[src/rtl/majority_pkg.sv]
// Shared types and constants for the majority vote scheduler.
package majority_pkg;

    typedef enum logic [1:0] {
        IDLE = 2'd0,
        SCAN = 2'd1,
        DONE = 2'd2
    } state_t;

    localparam int DEF_VOTE_W  = 7;
    localparam int DEF_NUM_REQ = 4;

    // Width needed to encode values 0..n-1; never narrower than one bit.
    function automatic int width_of(input int n);
        return (n <= 2) ? 1 : $clog2(n);
    endfunction

endpackage

[src/rtl/rr_arbiter.sv]
// Combinational round-robin arbiter: searches upward from last_grant+1 with
// wrap and returns a one-hot grant plus its encoded index.
module rr_arbiter #(
    parameter int NUM_REQ = 4,
    parameter int ID_W    = 2
) (
    input  logic [NUM_REQ-1:0] req,
    input  logic [ID_W-1:0]    last_grant,
    input  logic               enable,
    output logic [NUM_REQ-1:0] grant,
    output logic [ID_W-1:0]    grant_idx
);

    logic            found;
    logic [ID_W-1:0] idx;

    // First valid requester after the previous winner takes the grant.
    always_comb begin
        grant     = '0;
        grant_idx = '0;
        found     = 1'b0;
        idx       = '0;
        for (int k = 1; k <= NUM_REQ; k++) begin
            idx = ID_W'((int'(last_grant) + k) % NUM_REQ);
            if (enable && !found && req[idx]) begin
                grant[idx] = 1'b1;
                grant_idx  = idx;
                found      = 1'b1;
            end
        end
    end

endmodule

[src/rtl/majority_vote_scheduler.sv]
// Shares one bit-serial majority evaluator among NUM_REQ requesters. A
// round-robin grant captures one vote word, the ones are counted over VOTE_W
// cycles, and the decision is presented tagged with the requester id.
module majority_vote_scheduler
    import majority_pkg::*;
#(
    parameter int  NUM_REQ = DEF_NUM_REQ,
    parameter int  VOTE_W  = DEF_VOTE_W,
    parameter int  THRESH  = (VOTE_W + 1) / 2,
    localparam int ID_W    = width_of(NUM_REQ),
    localparam int CNT_W   = width_of(VOTE_W + 1)
) (
    input  logic                      clk,
    input  logic                      rst_n,
    input  logic [NUM_REQ-1:0]        req_valid,
    input  logic [NUM_REQ*VOTE_W-1:0] req_data,
    output logic [NUM_REQ-1:0]        req_ready,
    output logic                      res_valid,
    input  logic                      res_ready,
    output logic                      res_out,
    output logic [ID_W-1:0]           res_id,
    output logic [CNT_W-1:0]          res_count,
    output logic                      busy
);

    state_t             state, state_nx;
    logic               arb_en;
    logic [NUM_REQ-1:0] grant;
    logic [ID_W-1:0]    grant_idx;
    logic               accept;
    logic [VOTE_W-1:0]  sel_word;

    logic [ID_W-1:0]    last_grant;
    logic [VOTE_W-1:0]  shift_reg;
    logic [CNT_W-1:0]   cnt;
    logic [CNT_W-1:0]   cnt_nx;
    logic [CNT_W-1:0]   bit_idx;
    logic [ID_W-1:0]    id;
    logic               last_bit;

    rr_arbiter #(
        .NUM_REQ (NUM_REQ),
        .ID_W    (ID_W)
    ) u_arb (
        .req        (req_valid),
        .last_grant (last_grant),
        .enable     (arb_en),
        .grant      (grant),
        .grant_idx  (grant_idx)
    );

    // A grant is only ever given to a valid requester, so any grant is a handshake.
    assign req_ready = grant;
    assign accept    = |grant;
    assign last_bit  = (bit_idx == CNT_W'(VOTE_W - 1));
    assign cnt_nx    = cnt + {{(CNT_W-1){1'b0}}, shift_reg[0]};

    // Pick the granted requester's vote word out of the flat data bus.
    always_comb begin
        sel_word = '0;
        for (int i = 0; i < NUM_REQ; i++) begin
            if (grant[i]) begin
                sel_word = req_data[i*VOTE_W +: VOTE_W];
            end
        end
    end

    // State register.
    always_ff @(posedge clk) begin
        if (!rst_n) begin
            state <= IDLE;
        end else begin
            state <= state_nx;
        end
    end

    // Next-state: fixed-length scan, then hold the result until accepted.
    always_comb begin
        state_nx = state;
        unique case (state)
            IDLE:    if (accept)    state_nx = SCAN;
            SCAN:    if (last_bit)  state_nx = DONE;
            DONE:    if (res_ready) state_nx = IDLE;
            default: state_nx = IDLE;
        endcase
    end

    // Outputs decoded from state; the arbiter is silenced during reset.
    always_comb begin
        arb_en    = (state == IDLE) && rst_n;
        res_valid = (state == DONE);
        busy      = (state != IDLE);
    end

    // Control and result registers: priority pointer and presented decision.
    always_ff @(posedge clk) begin
        if (!rst_n) begin
            last_grant <= ID_W'(NUM_REQ - 1);
            res_out    <= 1'b0;
            res_id     <= '0;
            res_count  <= '0;
        end else begin
            if (accept) begin
                last_grant <= grant_idx;
            end
            if (state == SCAN && last_bit) begin
                res_count <= cnt_nx;
                res_out   <= (cnt_nx >= CNT_W'(THRESH));
                res_id    <= id;
            end
        end
    end

    // Serial datapath: load the word on accept, then count one bit per cycle.
    always_ff @(posedge clk) begin
        if (accept) begin
            shift_reg <= sel_word;
            cnt       <= '0;
            bit_idx   <= '0;
            id        <= grant_idx;
        end else if (state == SCAN) begin
            shift_reg <= shift_reg >> 1;
            cnt       <= cnt_nx;
            bit_idx   <= bit_idx + 1'b1;
        end
    end

endmodule

[config.mk]
export PLATFORM = sky130hd
export DESIGN_NAME = majority_vote_scheduler
export DESIGN_NICKNAME = d
export VERILOG_FILES = /design/src/rtl/majority_pkg.sv /design/src/rtl/rr_arbiter.sv /design/src/rtl/majority_vote_scheduler.sv
export SDC_FILE = /design/constraint.sdc
export NUM_CORES = 1
export LEC_CHECK = 0
export BUFFER_PORTS_ARGS = -buffer_cell sky130_fd_sc_hd__buf_2
export CORE_MARGIN = 4
export CORE_UTILIZATION = 56
export DETAILED_ROUTE_END_ITERATION = 8
export HOLD_SLACK_MARGIN = 0.05
export PLACE_DENSITY = 0.84
export SLEW_MARGIN = 20
export SYNTH_ARGS = -nofsm -noshare
export SYNTH_HDL_FRONTEND = slang
export SYNTH_HIERARCHICAL = 1
export SYNTH_SLANG_ARGS = --single-unit
[constraint.sdc]
create_clock -name clk -period 7.26 [get_ports clk]
set_input_delay 0.726 -clock clk [delete_from_list [all_inputs] [get_ports clk]]
set_output_delay 0.726 -clock clk [all_outputs]
set_load 0.01 [all_outputs]
Word level (Yosys, flattened, before mapping)
Cells that the tools add are included.
{"block": "word_totals", "output_inout_bits": 12, "ff_bits": 25, "input_bits": 35}
{"block": "op_classes", "bitwise_logic": 3, "eq_ne": 6, "order_cmp": 9, "add_sub_neg": 6, "n_reduce_logical": 21, "n_mux": 37}
{"operator": "$mux W7", "n": 6}
{"operator": "$mux W4", "n": 4}
{"operator": "$mux W2", "n": 7}
{"operator": "$logic_and A1 B1 Y1", "n": 13}
{"operator": "$lt A2 B3 Y1 const B", "n": 4}
{"operator": "$or A4 B4 Y4", "n": 3}
{"operator": "$mux W1", "n": 11}
{"operator": "$bmux W1 S2", "n": 4}
{"operator": "$demux W1 S2", "n": 4}
{"operator": "$ge A2 B1 Y1 const B", "n": 4}
{"operator": "$pmux W2 S3", "n": 1}
{"operator": "$add A2 B1 Y2 const B", "n": 2}
{"operator": "$add A2 B2 Y2 const B", "n": 2}
{"operator": "$ne A2 B2 Y1 const B", "n": 2}
{"operator": "$reduce_bool A2 Y1", "n": 2}
{"operator": "$reduce_or A4 Y1", "n": 1}
{"operator": "$add A3 B1 Y3", "n": 1}
{"operator": "$add A3 B1 Y3 const B", "n": 1}
{"operator": "$eq A3 B3 Y1 const B", "n": 1}
{"operator": "$ge A3 B3 Y1 const B", "n": 1}
{"operator": "$logic_not A1 Y1", "n": 3}
{"operator": "$reduce_and A3 Y1", "n": 1}
{"operator": "$eq A2 B1 Y1 const B", "n": 1}
{"operator": "$eq A2 B2 Y1 const B", "n": 1}
{"operator": "2 further kinds", "n": 2}

Depth between registers and ports, before layout
Gate-level depths: netlist of run 1.
{"block": "logic_depth", "depth_word": 22, "mapped_depth": 14, "ltp_nobuf": 10}

Modules after synthesis
The synthesis of run 1 kept the hierarchy.
{"module": "majority_vote_scheduler", "area_each_um2": 1281.2, "n_inst": 1, "seq_area_each_um2": 570.5, "cells_each": 128}
{"module": "rr_arbiter", "area_each_um2": 446.7, "n_inst": 1, "seq_area_each_um2": 0.0, "cells_each": 48}

Worst setup path after synthesis of run 1
No wires, ideal clock.
{"block": "synth_path", "path_type": "register to register", "start": "register last_grant[0]", "end": "register shift_reg[3] (data pin)", "path_buffers": 3, "period_less_slack_ps": 3018, "t_required_ps": 7003, "t_arrival_ps": 2761, "setup_slack_ps": 4242, "stages_incl_launch_ff": 13, "setup_ps": 257, "cell_sequence": "dfxtp_1 -> buf_6 -> inv_1 -> ha_1 -> mux4_2 -> and3_1 -> a221o_1 -> buf_6 -> nor4_4 -> inv_1 -> buf_6 -> nor2_1 -> a21oi_1"}
{"element": "start: declaration", "line": "majority_vote_scheduler.sv:33", "rtl": "logic [ID_W-1:0] last_grant;"}
{"element": "start signal: assignment", "line": "majority_vote_scheduler.sv:98", "rtl": "last_grant <= ID_W'(NUM_REQ - 1);"}
{"element": "start signal: assignment", "line": "majority_vote_scheduler.sv:104", "rtl": "last_grant <= grant_idx;"}
{"element": "branches (longest 16 deep; another with $lt A2 B3 Y1)"}
{"element": "$mux W4 (*)", "line": "rr_arbiter.sv:25", "rtl": "if (enable && !found && req[idx]) begin"}
{"element": "named net req_ready[1]", "line": "majority_vote_scheduler.sv:17", "rtl": "output logic [NUM_REQ-1:0] req_ready,"}
{"element": "$mux W7 (3 in series)", "line": "majority_vote_scheduler.sv:62", "rtl": "if (grant[i]) begin"}
{"element": "$mux W7 (*)", "line": "majority_vote_scheduler.sv:116", "rtl": "if (accept) begin"}
{"element": "end signal: assignment", "line": "majority_vote_scheduler.sv:117", "rtl": "shift_reg <= sel_word;"}
{"element": "end signal: assignment", "line": "majority_vote_scheduler.sv:122", "rtl": "shift_reg <= shift_reg >> 1;"}
{"element": "end: declaration", "line": "majority_vote_scheduler.sv:34", "rtl": "logic [VOTE_W-1:0] shift_reg;"}
Mark *: on every way through the listed nets, which the timed path passes. The select of a mux whose other input is x is not followed.
A chain may end at the register's enable or synchronous reset.

Worst setup path after layout of run 1
{"block": "layout_path", "start": "register last_grant[0]", "end": "output req_ready[2]"}
{"block": "layout_between", "elab_chain_len": 17}
{"element": "branches (longest 16 deep; another with $lt A2 B3 Y1)"}
{"element": "$mux W4 (*)", "line": "rr_arbiter.sv:25"}
{"element": "end: declaration", "line": "majority_vote_scheduler.sv:17"}
Mark *: on every way between the ends. The select of a mux whose other input is x is not followed.

==> impl_metrics.env, run 1 <==
export IMPL_multi_input_comb_area_um2=1051
export IMPL_dpl_hpwl_mm=2.867
export IMPL_finalCritPeriodShare=0.5825
export IMPL_tritoncts="built"
export IMPL_cpPeakStageDelay_ps=680
export IMPL_ant_nets=0
export IMPL_worst_hold_path_type="reg -> reg"
export IMPL_die_w_um=63.55
export IMPL_cts_path_max_buffers=2
export IMPL_drive_above_1_share=0.3041
export IMPL_n_antenna_cell=0
export IMPL_htreeDepth=1
export IMPL_wl_per_cell_um=15.11
export IMPL_slew_headroom=0.5345
export IMPL_seq_area_um2=570.5
export IMPL_routabilityCongestion=0.8854
export IMPL_cts_root_buf="clkbuf_4"
export IMPL_largest_reg_flops=7
export IMPL_path_cells="inv_1 > ha_1 > mux4_2 > nor2_1 > and3_1 > a221o_1 > buf_2"
export IMPL_fp_row_count=19
export IMPL_setup_tns_ps=0
export IMPL_avgSynthCellArea_um2=9.818
export IMPL_viasPerCell=5.960
export IMPL_fin_skew_ps=9.684
export IMPL_rsz0062_at_grt="no"
export IMPL_floorplan_die_height_um=63.55
export IMPL_core_um2=2853
export IMPL_timing_critical_path_from_type="flop"
export IMPL_gr_usage_all_layers=0.1836
export IMPL_fp_dieArea_um2=4038
export IMPL_leakage_nw=0.9205
export IMPL_antenna_found_initial=0
export IMPL_hold_buffers=0
export IMPL_clkTransAtPathRegs_ps=130
export IMPL_port_buffers=46
export IMPL_synth_flop_cell="dfxtp_1"
export IMPL_setup_viol=0
export IMPL_async_flop_share=0
export IMPL_crit_slowest_cell="dfxtp_1"
export IMPL_tightest_slew_ps=698.0
export IMPL_worstSetupPathType="reg -> out"
export IMPL_critPathArrivalTime_ps=3500
export IMPL_synth_warning_count=6
export IMPL_fin_crit_ps=4229
export IMPL_irDropWorstVdd_mv=0.1932
export IMPL_grt_overflow_total=0
export IMPL_critPathRequiredTime_ps=6530
export IMPL_remaining_drc_errors=0
export IMPL_fillCellCount=232
export IMPL_synthCells=176
export IMPL_timing_fmax_mhz=236.5
export IMPL_synth_nets=222
export IMPL_slew_viol_final=0
export IMPL_drt_pass1_iterations=4
export IMPL_post_cts_buffers=0
export IMPL_drt_iter0_markers=84
export IMPL_status="completed"
export IMPL_num_io_pins=47
export IMPL_finalHoldViolations=0
export IMPL_cts_sinks=24
export IMPL_ys_seq_area_frac=0.3302
export IMPL_ctsResizeCount=0
export IMPL_grt_pass1_wl_mm=6.016
export IMPL_drv_cap=0
export IMPL_grt_pass1_vias=1375
export IMPL_nNetsFinal=264
export IMPL_end_kind="primary output"
export IMPL_grt_max_degree=22
export IMPL_initial_utilization=0.6057
export IMPL_wl_mm=3.748
export IMPL_cts_made_buffers=3
export IMPL_p_per_area_nw_per_um2=354.4
export IMPL_synth_seq_cells=24
export IMPL_synth_cell_type_count=38
export IMPL_clk_latency_ps=310
export IMPL_synth_edff_count=9
export IMPL_synthToLayoutAreaGrowth_pct=12.45
export IMPL_utilization=0.6811
export IMPL_syn_cell_area_um2=1728
export IMPL_via_count=1478
export IMPL_crit_fanout=21
layout by cell type (no fill, tap or decap), types with 5 or more instances in the layout:
master    instances
mux2i_1           7
dfxtp_1          15
a21oi_1          11
nor2b_1          10
a221o_1           5
o21ai_0           8
nand2_1          22
buf_2            46
inv_1             7
nor4bb_1          5
ha_1             11
edfxtp_1          9
and3b_2           5
nor2_1           12
nand3b_1          7
routing by layer:
metal,GRT usage,wire length (um)
met1,0.2326,1658
met2,0.3142,1895
met3,0.01954,156
met4,0.07817,37
met5,0,0
cell type report:
class | instances | share of cell area
Clock buffer | 4 | 0.01352
Inverter | 7 | 0.01352
Multi-Input combinational cell | 136 | 0.5409
Sequential cell | 24 | 0.2936
Tap cell | 31 | 0.01996
Timing Repair Buffer | 46 | 0.1185
per-stage QoR:
step           hold slack, ps  instance area [um2]  cells  power, mW  worst slack (ps)
6_report                478.8                 1943    248     0.6887              3031
5_1_grt                 495.9                 1943    248     0.7459              2781
4_1_cts                 481.8                 1943    248     0.6893              3080
3_5_place_dp            462.9                 1917    244     0.6295              3151
3_3_place_gp            446.2                 1917    244     0.6062              3378
2_1_floorplan           439.4                 1728    176     0.5767              4242
logic make-up after synthesis:
kind of cell | Yosys count | synth area share
buf+inv | 16 | 0.06154
flops | 24 | 0.3302
mux | 12 | 0.09921
xor+xnor | 3 | 0.01521
compound gates | 39 | 0.1658
simple gates | 71 | 0.2484
fa+ha+maj | 11 | 0.07965
where the power goes:
part | total (mW) | internal (mW) | leakage [nW] | switching (mW)
combinational | 0.388 | 0.159 | 0.695 | 0.229
clock | 0.0596 | 0.0214 | 0.0150 | 0.0381
sequential | 0.241 | 0.209 | 0.211 | 0.0320
total | 0.689 | 0.390 | 0.921 | 0.299
cell usage after synthesis, types with 5 or more instances:
cell type / instances / share of area
inv_1: 7 / 0.015
ha_1: 11 / 0.080
dfxtp_1: 15 / 0.17
edfxtp_1: 9 / 0.16
nand3b_1: 7 / 0.030
mux2i_1: 7 / 0.041
nor4bb_1: 5 / 0.029
nor2b_1: 10 / 0.036
a221o_1: 5 / 0.029
a21oi_1: 11 / 0.032
and3b_2: 5 / 0.029
nand2_1: 22 / 0.048
nor2_1: 12 / 0.026
buf_6: 5 / 0.033
o21ai_0: 8 / 0.023
final timing paths:
check | startpoint | endpoint | slack, ps | cells past startpoint
worst max-delay path | last_grant[0]$_SDFFE_PN1N_ | req_ready[2] | 3030 | 7
worst max register to register | last_grant[0]$_SDFFE_PN1N_ | shift_reg[6]$_SDFFCE_PP0P_ | 3110 | 9
worst min register to register | cnt[0]$_SDFFE_PN0N_ | cnt[0]$_SDFFE_PN0N_ | 480 | 2
worst min-delay path | cnt[0]$_SDFFE_PN0N_ | cnt[0]$_SDFFE_PN0N_ | 480 | 2
critical path: cells and delay by family, from the launching register on:
kind,cells,cell delay (ps)
fa+ha+maj,1,400
buf+inv,2,450
compound gates,1,640
mux,1,440
flops,1,680
simple gates,2,570
Note: power is estimated with default switching activity, not from simulation.
==> run 2: changes to the inputs <==
ABC_AREA = 1   (was not set)
CORE_UTILIZATION = 52   (was 56)
PLACE_DENSITY = 0.79   (was 0.84)
clock period = 4.31 ns   (was 7.26 ns; I/O delays follow)
==> impl_metrics.env, run 2 <==
export IMPL_status="completed"
export IMPL_timing_fmax_mhz=295.1
export IMPL_synth_top_area_share=0.1728
export IMPL_initial_utilization=0.5556
export IMPL_irDropWorstVdd_mv=0.3382
export IMPL_cpPeakStageDelay_ps=580
export IMPL_end_kind="primary output"
export IMPL_synthToLayoutAreaGrowth_pct=13.97
export IMPL_total_power_mw=1.328
export IMPL_die_w_um=65.81
export IMPL_fp_row_count=20
export IMPL_rsz0062_at_grt="no"
export IMPL_clkPwrFrac=0.085
export IMPL_clkTransAtPathRegs_ps=130
export IMPL_via_count=1683
export IMPL_drv_cap=0
export IMPL_finalCritPeriodShare=0.7862
export IMPL_cts_made_buffers=3
export IMPL_floorplan_die_height_um=65.81
export IMPL_worst_hold_path_type="in -> reg"
export IMPL_path_delay_family="simple AND/OR/NAND/NOR gates"
export IMPL_cts_sinks=24
export IMPL_drt_pass1_iterations=4
export IMPL_n_antenna_cell=0
export IMPL_crit_slowest_cell="dfxtp_1"
export IMPL_synth_flop_cell="dfxtp_1"
export IMPL_hold_buffers=0
export IMPL_htreeDepth=1
export IMPL_final_cell_mix="nand2_1, nand3_1, buf_2"
export IMPL_gr_usage_all_layers=0.1790
export IMPL_dp_slack_ps=1119
export IMPL_clk_latency_ps=310
export IMPL_path_cells="inv_2 > ha_1 > inv_1 > nand3_2 > nand2_4 > nand2_2 > nor2_4 > nand3_1 > nand3_1 > buf_2"
export IMPL_synth_nets=289
export IMPL_tritoncts="built"
export IMPL_wl_per_cell_um=11.80
export IMPL_dpl_hpwl_mm=3.085
export IMPL_num_io_pins=47
export IMPL_fillCellCount=299
export IMPL_fin_crit_ps=3388
export IMPL_routabilityCongestion=0.9331
export IMPL_critPathMostFrequentCell="nand3_1"
export IMPL_syn_cell_area_um2=1738
export IMPL_timing_critical_path_from_type="flop"
export IMPL_viasPerCell=5.116
export IMPL_grt_max_degree=17
export IMPL_synthTopCellsByArea="dfxtp_1, edfxtp_1, nand2_1, nand3_1, ha_1"
export IMPL_leakage_nw=1.012
export IMPL_drive_above_1_share=0.2561
export IMPL_synth_most_common_cell="nand2_1"
export IMPL_ys_seq_area_frac=0.3283
export IMPL_crit_fanout=16
export IMPL_finalHoldViolations=0
export IMPL_setup_viol=0
export IMPL_antenna_found_initial=0
export IMPL_cts_root_buf="clkbuf_4"
export IMPL_cp_buffers_inverters=3
export IMPL_worstSetupPathType="reg -> out"
export IMPL_yosys_area_top_type="dfxtp_1"
export IMPL_async_flop_share=0
export IMPL_synth_seq_cells=24
export IMPL_critPathArrivalTime_ps=2960
export IMPL_p_per_area_nw_per_um2=670.6
export IMPL_fp_dieArea_um2=4331
export IMPL_grt_pass1_vias=1427
export IMPL_switchingPower_mw=0.6545
export IMPL_ant_nets=0
export IMPL_wl_mm=3.882
export IMPL_nNetsFinal=332
export IMPL_grt_overflow_total=0
export IMPL_slew_headroom=0.6074
export IMPL_synthCells=243
export IMPL_switching_share=0.4928
export IMPL_yosys_top_cells_count="nand2_1, nand3_1, inv_1, a21oi_1, dfxtp_1"
export IMPL_combPwrFrac=0.599
export IMPL_ctsResizeCount=0
export IMPL_critPathRequiredTime_ps=3880
export IMPL_p_int_mw=0.6738
export IMPL_p_seq_frac=0.316
export IMPL_port_buffers=46
export IMPL_remaining_drc_errors=0
export IMPL_cts_path_max_buffers=2
export IMPL_synth_warning_count=6
export IMPL_slew_viol_final=0
export IMPL_drt_iter0_markers=86
export IMPL_synth_cell_type_count=24
export IMPL_largest_reg_flops=7
export IMPL_fin_skew_ps=13.96
export IMPL_setup_tns_ps=0
export IMPL_tightest_slew_ps=587.3
export IMPL_synth_edff_count=9
export IMPL_post_cts_buffers=0
export IMPL_avgSynthCellArea_um2=7.152
export IMPL_final_common_cell="nand2_1"
export IMPL_worst_slack_ps=921.6
export IMPL_core_um2=3128
export IMPL_grt_pass1_wl_mm=6.161
run 2: cell count changes after synthesis, moves of 7 or more:
cell | before | now
mux2i_1 | 7 | 0
nor2b_1 | 10 | 0
inv_1 | 7 | 20
nand3b_1 | 7 | 0
nand3_1 | 2 | 46
nand2_1 | 22 | 70
nand4_1 | 0 | 7
run 2: layout make-up:
type                    count  area (um2)  share of cell area
multi-input cells         182       977.2              0.4934
clock buffers               4       36.28             0.01832
inverters                  29       111.4             0.05622
flip-flops and latches     24       570.5              0.2881
well taps                  44       55.05             0.02780
repair buffers             46       230.2              0.1162
run 2: final timing paths:
path	start	end	slack [ps]	cells past startpoint
worst max-delay path	last_grant[0]$_SDFFE_PN1N_	req_ready[2]	920	10
worst min-delay path	rst_n	last_grant[1]$_SDFFE_PN1N_	350	2
worst min register to register	res_count[1]$_SDFFE_PN0P_	res_count[1]$_SDFFE_PN0P_	470	2
worst max register to register	last_grant[0]$_SDFFE_PN1N_	shift_reg[5]$_DFFE_PP_	1060	12
run 2: routing by layer:
layer  wire (um)  vias to the layer above  GRT usage
met5           0                        -          0
met4          82                        0    0.08031
met3         153                        8    0.01701
met2        1944                       47     0.2804
met1        1702                      746     0.2476
li1            -                      882          -
run 2: cells by family after synthesis:
family	count (synthesis)	share of synthesized area
flops	24	0.3283
compound gates	22	0.06552
xor+xnor	1	0.005041
buf+inv	37	0.1094
fa+ha+maj	11	0.07919
simple gates	148	0.4125
run 2: through the flow:
step / std cells / area (um2) / util / hold slack, ps
2_1_floorplan: 243 / 1738 / - / 447.5
3_3_place_gp: 325 / 1944 / 0.6216 / 449.7
3_5_place_dp: 325 / 1944 / 0.6216 / 452.4
4_1_cts: 329 / 1981 / 0.6332 / 344.5
5_1_grt: 329 / 1981 / 0.6332 / 360.0
6_report: 329 / 1981 / 0.6332 / 347.2
run 2: power groups by stage:
stage	Combinational [mW]	Clock [mW]	Sequential, mW
global placement	0.772	0	0.423
floorplan	0.692	0	0.409
global route	0.900	0.126	0.427
finish	0.796	0.113	0.419
detailed placement	0.793	0	0.423
CTS	0.796	0.117	0.419
